==> config.mk <==
export PLATFORM = sky130hd
export DESIGN_NAME = vending_machine_stock
export DESIGN_NICKNAME = d
export VERILOG_FILES = /design/src/rtl/vm_pkg.sv /design/src/rtl/vm_change_dispenser.sv /design/src/rtl/vending_machine_stock.sv
export SDC_FILE = /design/constraint.sdc
export NUM_CORES = 1
export LEC_CHECK = 0
export ABC_CLOCK_PERIOD_IN_PS = 14500
export CAP_MARGIN = 20
export CORE_ASPECT_RATIO = 1.75
export CORE_MARGIN = 2
export CORE_UTILIZATION = 50
export CTS_CLUSTER_SIZE = 40
export DETAILED_ROUTE_END_ITERATION = 6
export DONT_BUFFER_PORTS = 1
export PLACE_DENSITY = 0.71
export SYNTH_ARGS = -nofsm -noshare
export SYNTH_HDL_FRONTEND = slang
export SYNTH_SLANG_ARGS = --single-unit
==> constraint.sdc <==
create_clock -name clk -period 14.5 [get_ports clk]
set_input_delay 2.9 -clock clk [delete_from_list [all_inputs] [get_ports clk]]
set_output_delay 2.9 -clock clk [all_outputs]
set_load 0.02 [all_outputs]
==> src/rtl/vm_pkg.sv <==
// Shared vending-machine definitions: price and coin tables, controller state
// encoding and a constant-evaluable clog2 helper.
`default_nettype none

package vm_pkg;

    localparam int PKG_NUM_ITEMS = 4;
    localparam int PKG_NUM_COINS = 3;
    localparam int PKG_ITEM_IDX_BITS = $clog2(PKG_NUM_ITEMS);
    localparam int PKG_COIN_IDX_BITS = $clog2(PKG_NUM_COINS);

    localparam int unsigned ITEM_PRICE [PKG_NUM_ITEMS] = '{400, 500, 1200, 2500};
    // Coin values must ascend; the change dispenser relies on it.
    localparam int unsigned COIN_VALUE [PKG_NUM_COINS] = '{100, 500, 1000};

    typedef enum logic [0:0] {
        ST_IDLE   = 1'b0,
        ST_RETURN = 1'b1
    } vm_state_t;

    function automatic int vm_clog2(input int value);
        int result;
        result = 0;
        for (int v = value - 1; v > 0; v = v >> 1) begin
            result++;
        end
        return result;
    endfunction

    // Entries beyond the tables read as 0 so oversized parameterisations elaborate.
    function automatic int unsigned item_price(input int idx);
        if (idx < 0 || idx >= PKG_NUM_ITEMS) begin
            return 0;
        end
        return ITEM_PRICE[idx[PKG_ITEM_IDX_BITS-1:0]];
    endfunction

    function automatic int unsigned coin_value(input int idx);
        if (idx < 0 || idx >= PKG_NUM_COINS) begin
            return 0;
        end
        return COIN_VALUE[idx[PKG_COIN_IDX_BITS-1:0]];
    endfunction

endpackage

`default_nettype wire

==> src/rtl/vm_change_dispenser.sv <==
// Greedy change step: picks the largest coin not exceeding the remaining credit
// and returns the credit left after paying it out.
`default_nettype none

module vm_change_dispenser
    import vm_pkg::*;
#(
    parameter int NUM_COINS  = 3,
    parameter int TOTAL_BITS = 16
) (
    input  logic                  start,
    input  logic [TOTAL_BITS-1:0] remaining,
    output logic [NUM_COINS-1:0]  coin,
    output logic [TOTAL_BITS-1:0] remaining_next,
    output logic                  done
);

    localparam int CIDX_BITS = (vm_clog2(NUM_COINS) < 1) ? 1 : vm_clog2(NUM_COINS);

    logic [TOTAL_BITS-1:0] value [NUM_COINS];

    for (genvar g = 0; g < NUM_COINS; g++) begin : g_value
        assign value[g] = TOTAL_BITS'(coin_value(g));
    end

    always_comb begin
        coin           = '0;
        remaining_next = remaining;
        done           = 1'b0;
        if (start) begin
            // Ascending values: the last coin that fits is the largest one.
            for (int k = 0; k < NUM_COINS; k++) begin
                if (value[k[CIDX_BITS-1:0]] != '0 && value[k[CIDX_BITS-1:0]] <= remaining) begin
                    coin                  = '0;
                    coin[k[CIDX_BITS-1:0]] = 1'b1;
                    remaining_next        = remaining - value[k[CIDX_BITS-1:0]];
                end
            end
            done = (coin == '0);
        end
    end

endmodule

`default_nettype wire

==> src/rtl/vending_machine_stock.sv <==
// Vending controller with per-slot stock, restock, greedy change return,
// inactivity auto-return and over-limit coin rejection.
`default_nettype none

module vending_machine_stock
    import vm_pkg::*;
#(
    parameter int NUM_ITEMS      = 4,
    parameter int NUM_COINS      = 3,
    parameter int TOTAL_BITS     = 16,
    parameter int MAX_TOTAL      = 9900,
    parameter int STOCK_BITS     = 4,
    parameter int INIT_STOCK     = 5,
    parameter int TIMEOUT_CYCLES = 1000,
    localparam int IDX_BITS      = (vm_clog2(NUM_ITEMS) < 1) ? 1 : vm_clog2(NUM_ITEMS)
) (
    input  logic                  clk,
    input  logic                  reset_n,
    input  logic [NUM_COINS-1:0]  i_input_coin,
    input  logic [NUM_ITEMS-1:0]  i_select_item,
    input  logic                  i_trigger_return,
    input  logic                  i_restock_valid,
    input  logic [IDX_BITS-1:0]   i_restock_item,
    input  logic [STOCK_BITS-1:0] i_restock_qty,
    output logic [NUM_ITEMS-1:0]  o_available_item,
    output logic [NUM_ITEMS-1:0]  o_output_item,
    output logic [NUM_COINS-1:0]  o_return_coin,
    output logic [NUM_COINS-1:0]  o_coin_reject,
    output logic [TOTAL_BITS-1:0] o_current_total,
    output logic [NUM_ITEMS-1:0]  o_sold_out,
    output logic                  o_busy,
    output logic                  o_return_done
);

    localparam int CIDX_BITS = (vm_clog2(NUM_COINS) < 1) ? 1 : vm_clog2(NUM_COINS);
    localparam int TO_BITS   = (vm_clog2(TIMEOUT_CYCLES + 1) < 1) ? 1 : vm_clog2(TIMEOUT_CYCLES + 1);
    localparam logic [TO_BITS-1:0] TO_LAST = TO_BITS'((TIMEOUT_CYCLES > 0) ? TIMEOUT_CYCLES - 1 : 0);
    localparam logic [STOCK_BITS:0] STOCK_MAX = {1'b0, {STOCK_BITS{1'b1}}};

    vm_state_t             state, state_next;
    logic [TOTAL_BITS-1:0] credit, credit_next;
    logic [TO_BITS-1:0]    idle_count, idle_count_next;
    logic [NUM_ITEMS-1:0]  output_item_next, purchase;
    logic [NUM_COINS-1:0]  return_coin_next, coin_reject_next;
    logic                  return_done_next;

    logic [STOCK_BITS-1:0] stock [NUM_ITEMS];
    logic [TOTAL_BITS-1:0] price [NUM_ITEMS];
    logic [TOTAL_BITS-1:0] value [NUM_COINS];

    logic [NUM_ITEMS-1:0]  want, winner;
    logic [NUM_COINS-1:0]  coin_first;
    logic [TOTAL_BITS-1:0] sel_price, coin_amt;
    logic [TOTAL_BITS:0]   credit_plus;
    logic                  coin_any, select_any, coin_ok;
    logic                  idle_tick, timeout_hit, go_return;

    logic                  disp_start, disp_done;
    logic [NUM_COINS-1:0]  disp_coin;
    logic [TOTAL_BITS-1:0] disp_remaining;

    for (genvar gc = 0; gc < NUM_COINS; gc++) begin : g_coin
        assign value[gc] = TOTAL_BITS'(coin_value(gc));
    end

    for (genvar gi = 0; gi < NUM_ITEMS; gi++) begin : g_item
        logic [STOCK_BITS-1:0] count;
        logic                  restock_hit;
        logic [STOCK_BITS:0]   stock_sum;

        assign price[gi]            = TOTAL_BITS'(item_price(gi));
        assign stock[gi]            = count;
        assign o_sold_out[gi]       = (count == '0);
        assign o_available_item[gi] = (state == ST_IDLE) && (count != '0) && (credit >= price[gi]);

        // Only slots that exist can match, so out-of-range indices fall through.
        assign restock_hit = i_restock_valid && (i_restock_item == IDX_BITS'(gi));
        assign stock_sum   = {1'b0, count} - {{STOCK_BITS{1'b0}}, purchase[gi]}
                           + (restock_hit ? {1'b0, i_restock_qty} : '0);

        always_ff @(posedge clk) begin
            if (!reset_n) begin
                count <= STOCK_BITS'(INIT_STOCK);
            end else if (stock_sum > STOCK_MAX) begin
                count <= '1;
            end else begin
                count <= stock_sum[STOCK_BITS-1:0];
            end
        end
    end

    assign coin_any   = |i_input_coin;
    assign select_any = |i_select_item;
    assign want       = i_select_item & o_available_item;
    assign winner     = want & (~want + NUM_ITEMS'(1));
    assign coin_first = i_input_coin & (~i_input_coin + NUM_COINS'(1));

    always_comb begin
        sel_price = '0;
        for (int k = 0; k < NUM_ITEMS; k++) begin
            if (winner[k[IDX_BITS-1:0]]) begin
                sel_price = price[k[IDX_BITS-1:0]];
            end
        end
    end

    always_comb begin
        coin_amt = '0;
        for (int k = 0; k < NUM_COINS; k++) begin
            if (coin_first[k[CIDX_BITS-1:0]]) begin
                coin_amt = value[k[CIDX_BITS-1:0]];
            end
        end
    end

    assign credit_plus = {1'b0, credit} + {1'b0, coin_amt};
    assign coin_ok     = coin_any && (credit_plus <= (TOTAL_BITS + 1)'(MAX_TOTAL));
    assign idle_tick   = (state == ST_IDLE) && (credit != '0) && !coin_any && !select_any && !i_trigger_return;
    assign timeout_hit = (TIMEOUT_CYCLES != 0) && idle_tick && (idle_count == TO_LAST);
    assign go_return   = (i_trigger_return || timeout_hit) && (credit != '0);

    vm_change_dispenser #(
        .NUM_COINS  (NUM_COINS),
        .TOTAL_BITS (TOTAL_BITS)
    ) u_dispenser (
        .start          (disp_start),
        .remaining      (credit),
        .coin           (disp_coin),
        .remaining_next (disp_remaining),
        .done           (disp_done)
    );

    always_comb begin
        state_next       = state;
        credit_next      = credit;
        idle_count_next  = '0;
        purchase         = '0;
        output_item_next = '0;
        return_coin_next = '0;
        coin_reject_next = '0;
        return_done_next = 1'b0;
        disp_start       = 1'b0;
        case (state)
            ST_IDLE: begin
                if (coin_ok) begin
                    credit_next = credit_plus[TOTAL_BITS-1:0];
                end else if (coin_any) begin
                    coin_reject_next = coin_first;
                end
                // Purchase is judged on pre-coin credit; a return request wins over it.
                if (!go_return && winner != '0) begin
                    purchase         = winner;
                    output_item_next = winner;
                    credit_next      = credit_next - sel_price;
                end
                if (i_trigger_return && credit == '0) begin
                    return_done_next = 1'b1;
                end
                if (go_return) begin
                    state_next = ST_RETURN;
                end else if (idle_tick) begin
                    idle_count_next = idle_count + TO_BITS'(1);
                end
            end
            ST_RETURN: begin
                disp_start       = 1'b1;
                coin_reject_next = coin_first;
                // A residue no coin can pay out is dropped rather than stalling here.
                if (disp_done) begin
                    return_done_next = 1'b1;
                    credit_next      = '0;
                    state_next       = ST_IDLE;
                end else begin
                    return_coin_next = disp_coin;
                    credit_next      = disp_remaining;
                end
            end
            default: begin
                state_next = ST_IDLE;
            end
        endcase
    end

    always_ff @(posedge clk) begin
        if (!reset_n) begin
            state         <= ST_IDLE;
            credit        <= '0;
            idle_count    <= '0;
            o_output_item <= '0;
            o_return_coin <= '0;
            o_coin_reject <= '0;
            o_return_done <= 1'b0;
        end else begin
            state         <= state_next;
            credit        <= credit_next;
            idle_count    <= idle_count_next;
            o_output_item <= output_item_next;
            o_return_coin <= return_coin_next;
            o_coin_reject <= coin_reject_next;
            o_return_done <= return_done_next;
        end
    end

    assign o_current_total = credit;
    assign o_busy          = (state == ST_RETURN);

endmodule

`default_nettype wire
-- Word level (Yosys, flattened, before mapping)
Cells that the tools add are included.
- register bits: 54
- input port bits: 17
- output and inout bits: 36
- logic and storage cells: 147
- add/sub/neg operators: 16
- $lt $le $gt $ge: 12
- equality and inequality tests: 6
- mux-type cells: 41
- bitwise logic cells: 9
- reduce and logical (&&, ||, !) cells: 48
- operators with widths (operator ; count):
    2-to-1 mux 16 bit ; 13
    2-to-1 mux 4 bit ; 10
    >= comparator 16 x 9 -> 1 bit, second input constant ; 2
    one-hot mux 16 bit (2 select lines) ; 1
    logical AND 1 bit ; 21
    adder 5 x 4 -> 5 bit ; 4
    greater-than comparator 5 x 4 -> 1 bit, second input constant ; 4
    nonzero test 4 bit ; 5
    subtractor 4 x 1 -> 5 bit ; 4
    adder 16 x 16 -> 17 bit ; 1
    less-or-equal comparator 17 x 14 -> 1 bit, second input constant ; 1
    >= comparator 16 x 11 -> 1 bit, second input constant ; 1
    >= comparator 16 x 12 -> 1 bit, second input constant ; 1
    less-or-equal comparator 10 x 16 -> 1 bit, first input constant ; 1
    less-or-equal comparator 7 x 16 -> 1 bit, first input constant ; 1
    less-or-equal comparator 9 x 16 -> 1 bit, first input constant ; 1
    logical NOT 16 bit ; 1
    logical NOT 4 bit ; 4
    nonzero test 16 bit ; 1
    subtractor 16 x 10 -> 16 bit, second input constant ; 1
    subtractor 16 bit ; 1
    subtractor 16 x 7 -> 16 bit, second input constant ; 1
    subtractor 16 x 9 -> 16 bit, second input constant ; 1
    2-to-1 mux 3 bit ; 5
    26 further kinds ; 46

-- Logic depth before layout (Yosys ltp)
- word-level depth: 16
- gate-level depth with buffers: 26
- depth with buffers taken out: 24

-- Modules after synthesis
From an unflattened synthesis, not the netlist that was laid out.
- cells, all modules: 664
- area total of the unflattened synthesis: 5181.2 µm²
- by module, submodules not included (module ; instances ; cells each ; area each (µm²) ; sequential area each (µm²)):
    vending_machine_stock ; 1 ; 531 ; 4305.4 ; 1081.0
    vm_change_dispenser ; 1 ; 133 ; 875.8 ; 0.0

-- Worst setup path after synthesis
Ideal clock, no wire load.
- kind: in2reg
- from: input i_input_coin[2]
- to: register credit[12], in the netlist o_current_total[12]
- library setup time: 0.064 ns
- arrival time: 7.692 ns
- data required time: 14.436 ns
- setup slack: 6.744 ns
- stages: 22
- path buffers: 1
- cell sequence: nor3_1 > inv_1 > ha_1 > a21o_1 > or3_4 > a2111oi_2 > o32ai_1 > a32o_2 > a21o_1 > clkbuf_1 > o21ai_0 > ha_1 > nor2b_1 > o21ai_0 > a21boi_0 > o21ai_0 > a21boi_0 > nor3_1 > mux2i_1 > a31o_1 > or4_1 > nand4_1
- longest elaborated chain between the ends: 12
- elaborated cells between the ends (all ways): 22
- classes of those cells: add/sub (3); order compare (1); mux (5); bitwise (2); reduce/logical (11)
- RTL lines (element ; line ; text):
    start: declaration ; vending_machine_stock.sv:19 ; input logic [NUM_COINS-1:0] i_input_coin,
    NOT 3 bit or OR reduction 3 bit (tied branches) ; vending_machine_stock.sv:96, vending_machine_stock.sv:92 ;
    adder 3 x 1 -> 3 bit or logical NOT 1 bit (tied branches) ; vending_machine_stock.sv:96, vending_machine_stock.sv:118 ;
    bitwise AND 3 bit or logical AND 1 bit (tied branches) ; vending_machine_stock.sv:96, vending_machine_stock.sv:118 ;
    2-to-1 mux 16 bit or logical AND 1 bit (tied branches) ; vending_machine_stock.sv:110, vending_machine_stock.sv:118 ;
    adder 16 x 16 -> 17 bit or logical AND 1 bit (tied branches) ; vending_machine_stock.sv:116, vending_machine_stock.sv:118 ;
    less-or-equal comparator 17 x 14 -> 1 bit or logical AND 1 bit (tied branches) ; vending_machine_stock.sv:117, vending_machine_stock.sv:119 ;
    logical AND 1 bit or logical OR 1 bit (tied branches) ; vending_machine_stock.sv:117, vending_machine_stock.sv:120 ;
    2-to-1 mux 16 bit or logical AND 1 bit (tied branches) ; vending_machine_stock.sv:145, vending_machine_stock.sv:120 ;
    2-to-1 mux 16 bit or logical NOT 1 bit (tied branches) ; vending_machine_stock.sv:143, vending_machine_stock.sv:151 ;
    subtractor 16 bit or logical AND 1 bit (tied branches) ; vending_machine_stock.sv:154, vending_machine_stock.sv:151 ;
    2-to-1 mux 16 bit (*) ; vending_machine_stock.sv:151 ; if (!go_return && winner != '0) begin
    one-hot mux 16 bit (2 select lines) (*) ; vending_machine_stock.sv:143 ; case (state)
    end signal: assignment ; vending_machine_stock.sv:195 ; credit <= credit_next;
    end: declaration ; vending_machine_stock.sv:41 ; logic [TOTAL_BITS-1:0] credit, credit_next;
Mark *: on every way between the ends. The rest lies on a longest branch, timed or not. The select of a mux whose other input is x is not followed.
A chain may end at the register's enable or synchronous reset.

-- Worst setup path after layout
Same ends and word-level chain as after synthesis.

==> impl_results.md <==
- Reg clk slew, reported paths: ~0.080 ns
- GRT Overall Usage: 28.01%
- # hold bufs at CTS: 0
- Run status: complete, but fails checks
- Most common cell in the netlist: nand2_1
- Largest net degree at the start of global routing: 21
- Final Skew: 0.006778 ns
- Net Switching: around 0.00066 W
- Part of the Yosys area used for sequential elements: between 20% and 30%
- Failing checks: design-rule violations
- Synth Area in Adders: 16.65%
- CP endpoint: o_current_total[12]$_SDFFE_PN0P_
- Kind of critical path: input pin to flip-flop
- Fin. Hold Viols: 0
- TritonCTS Buffers: 5
- Pint: 0.0005938 W
- Syn. warnings: 0
- Clock buffer depth: 2
- Die area: 11,040 µm²
- Vias per inst: approximately 6.2
- Hold Crit Depth: 1
- Fin Setup TNS: 0 ns
- Layout area overhead: 4.445%
- Compound-Gate Fraction of Synth Area: a little over a fifth
- Hold WS: 0.4805 ns
- CTS tree: built
- Synth top area cells: dfxtp_1 (20%), ha_1 (14%), nand2_1 (5.2%)
- Cell Rows: 48
- CTS resizes: 0
- M1 GR Usage: 27.67%
- Clk_lat worst skew: ~0.31 ns
- Post-synth EDFFs: 0
- Crit path max fanout: 13
- # fillers: 941
- Max cap viols: 0
- Clk sinks: 52
- IO Port Bufs: 0
- FF+latch area: 1041 µm²
- Worst R2R Path Depth: 20
- Synth cell types: 71
- Cells after synthesis: 678
- Vias in the first global route: 5,068
- Die height: 137.5 µm
- Leakage: 2.214 nW
- RSZ-0062 raised after global routing: false
- Final net count: 744
- Clk root buf: clkbuf_16
- Simple logic cell fraction of the synthesized area: approximately 25%
- Comb power frac: around 68%
- Flop and latch count out of synthesis: 52
- Number of diodes: 0
- R2R setup slack: 8.24 ns
- Syn_area_per_cell: between 7 and 8 µm²
- Core ar.: 9910 µm²
- Global placement routability congestion: 1.042
- Post-CTS setup buffer count: 0
- Pre-Repair DR Iteration Count: 7
- Starting Density: 51.41%
- Die Wd: 80.31 µm
- Final Cycle Share: 57.64%
- H-tree depth: 2
- Peak VDD IR: 130.6 µV
- Synth cell count leaders: nand2_1 (70), inv_1 (67), nor2_1 (66), ha_1 (59), dfxtp_1 (52)
- Final setup fails: 0
- Dominant synthesized flop cell: dfxtp_1
- RR Startpoint: o_current_total[3]$_SDFFE_PN0P_
- Critical R2R Capture: o_current_total[12]$_SDFFE_PN0P_
- Final Critical Period: 8.358 ns
- Remaining DRCs: 6
- Drt total wl: 14.86 mm
- Initial antenna violation count: 0
- Post-DP HPWL: 11.64 mm
- Share of layout cells above drive strength 1: 4.970%
- Synth Area in XOR/XNOR: 6.704%
- First-pass GRT wire length: ~24 mm
- Largest family of logic cells by synthesized area: simple AND/OR/NAND/NOR gates
- Top-area cell type share of the netlist area: 20.43%
- Ys async rst share: 0%
- Least-Margin Pin Slew: 1.094 ns
- Worst Setup SP: i_input_coin[2]
- Avg WL per Cell: 18.84 µm
- Clock share of power: 10.1%
- Final ANT Viol Nets: 0
- Max-slew violations: 0
- Total congestion overflow: 0
- Slew HR: 26.57%
- Area of the multi-input gates: 3684 µm²
- Max frequency: 119.7 MHz
- Met2 global-route usage: a little over 50%
- Io pins: between 50 and 60
- Data required, critical path: approximately 15 ns
- Crit end category: flip-flop
- Most used routing layer: met2
- Initial DRC count: 355
- Sw frac: a little over half
- HP Class: flip-flop to flip-flop
- Worst setup SP type: input pin
- Cell taking the most area after synthesis: dfxtp_1
- Sequential power share: 21.7%
- P per Cell Area: 235.4 nW/µm²
- Post-synthesis mux area share: 2.898%
- Vias: 4,930
- Mapped cell area: between 5000 and 6000 µm²
- Worst Path Arrival: 8.60 ns
- Met3 Use GR: between 4 and 5%
routing by layer:
| metal | part of all wire (%) | vias to the layer above |
|---|---|---|
| li1 | - | 2342 |
| met1 | 35 | 2317 |
| met2 | 53 | 196 |
| met3 | 5.2 | 75 |
| met4 | 6.6 | 0 |
| met5 | 0 | - |
metrics by stage:
| step | worst slack [ns] | utilization (%) | cell area (µm²) | total power, W | instances |
|---|---|---|---|---|---|
| final | 6.142 | 53.70 | 5321 | 0.001252 | 789 |
| after global routing | 5.522 | 53.70 | 5321 | 0.001356 | 789 |
| after CTS | 6.189 | 53.61 | 5313 | 0.001239 | 787 |
| after detailed placement | 5.907 | 52.10 | 5162 | 0.001109 | 779 |
| after global placement | 6.080 | 52.10 | 5162 | 0.001086 | 779 |
| after floorplan | 6.744 | - | 5099 | 0.0009170 | 679 |
cells in the final DEF (no fill, tap or decap), drive strengths merged, types with 7 or more instances in the layout:
cell type  synthesis  final
nor3              19     19
or3               10     10
and2               9      9
o21ai             28     28
clkbuf            21      7
nand4              7      7
mux2i              8      8
nor2              66     66
a21oi             37     37
nand2b            11     11
o21a              14     14
nand2             70     70
ha                59     59
dfxtp             52     52
nor2b             10     10
xor2               9      9
a21o              13     13
inv               67     69
and3               7      7
xnor2             30     30
nand3             22     22
logic make-up (layout without fill, tap and decap cells):
group / after synthesis / in the layout
xor gates and xnor gates: 39 / 39
other: 1 / 2
muxes: 14 / 14
and+or+nand+nor: 258 / 258
DFF: 52 / 52
adders and majority gates: 65 / 65
buffers and inverters: 96 / 81
AOI/OAI and AO/OA: 153 / 153
power groups by stage:
stage	logic, W	registers [W]	clock network, W
finish	0.000855	0.000272	0.000126
global route	0.000946	0.000277	0.000132
CTS	0.000840	0.000270	0.000128
detailed placement	0.000836	0.000274	0
global placement	0.000813	0.000273	0
floorplan	0.000691	0.000226	0
worst min path at each step:
| stage | startpoint | slack, ns | endpoint |
|---|---|---|---|
| 6_report | idle_count[0]$_SDFF_PP0_ | 0.48 | idle_count[0]$_SDFF_PP0_ |
| 3_5_place_dp | idle_count[0]$_SDFF_PP0_ | 0.46 | idle_count[0]$_SDFF_PP0_ |
| 5_1_grt | idle_count[0]$_SDFF_PP0_ | 0.50 | idle_count[0]$_SDFF_PP0_ |
| 3_3_place_gp | idle_count[0]$_SDFF_PP0_ | 0.44 | idle_count[0]$_SDFF_PP0_ |
| 4_1_cts | idle_count[0]$_SDFF_PP0_ | 0.48 | idle_count[0]$_SDFF_PP0_ |
| 2_1_floorplan | idle_count[0]$_SDFF_PP0_ | 0.43 | idle_count[0]$_SDFF_PP0_ |
critical path, cell delays in order:
cell and delay [ns]:
nor3_1 0.55, inv_1 0.23, ha_1 0.44, a21o_1 0.22, o211ai_1 0.33, nand2_1 0.21
a2111oi_2 0.51, nor2_1 0.21, a21o_1 0.33, o21ai_0 0.29, ha_1 0.31, nor2b_1 0.15
o21ai_0 0.20, a21boi_0 0.14, o21ai_0 0.24, a21boi_0 0.17, nor3_1 0.16, mux2i_1 0.15
a31o_1 0.30, or4_1 0.48, nand4_1 0.10
registers in the layout, indices dropped and copies added (netlist names):
| name | flops |
|---|---|
| o_busy | 1 |
| o_output_item | 4 |
| g_item.count | 16 |
| o_return_done | 1 |
| o_current_total | 14 |
| o_coin_reject | 3 |
| idle_count | 10 |
| o_return_coin | 3 |
area by class of cell:
class	count	area share [%]
clock inverter	3	0.4703
clock buffer	5	2.351
timing repair buffer	6	0.7289
tap	125	2.939
inverter	67	4.726
sequential	52	19.56
multi-input combinational	531	69.22
(Power assumes the default switching activity.)
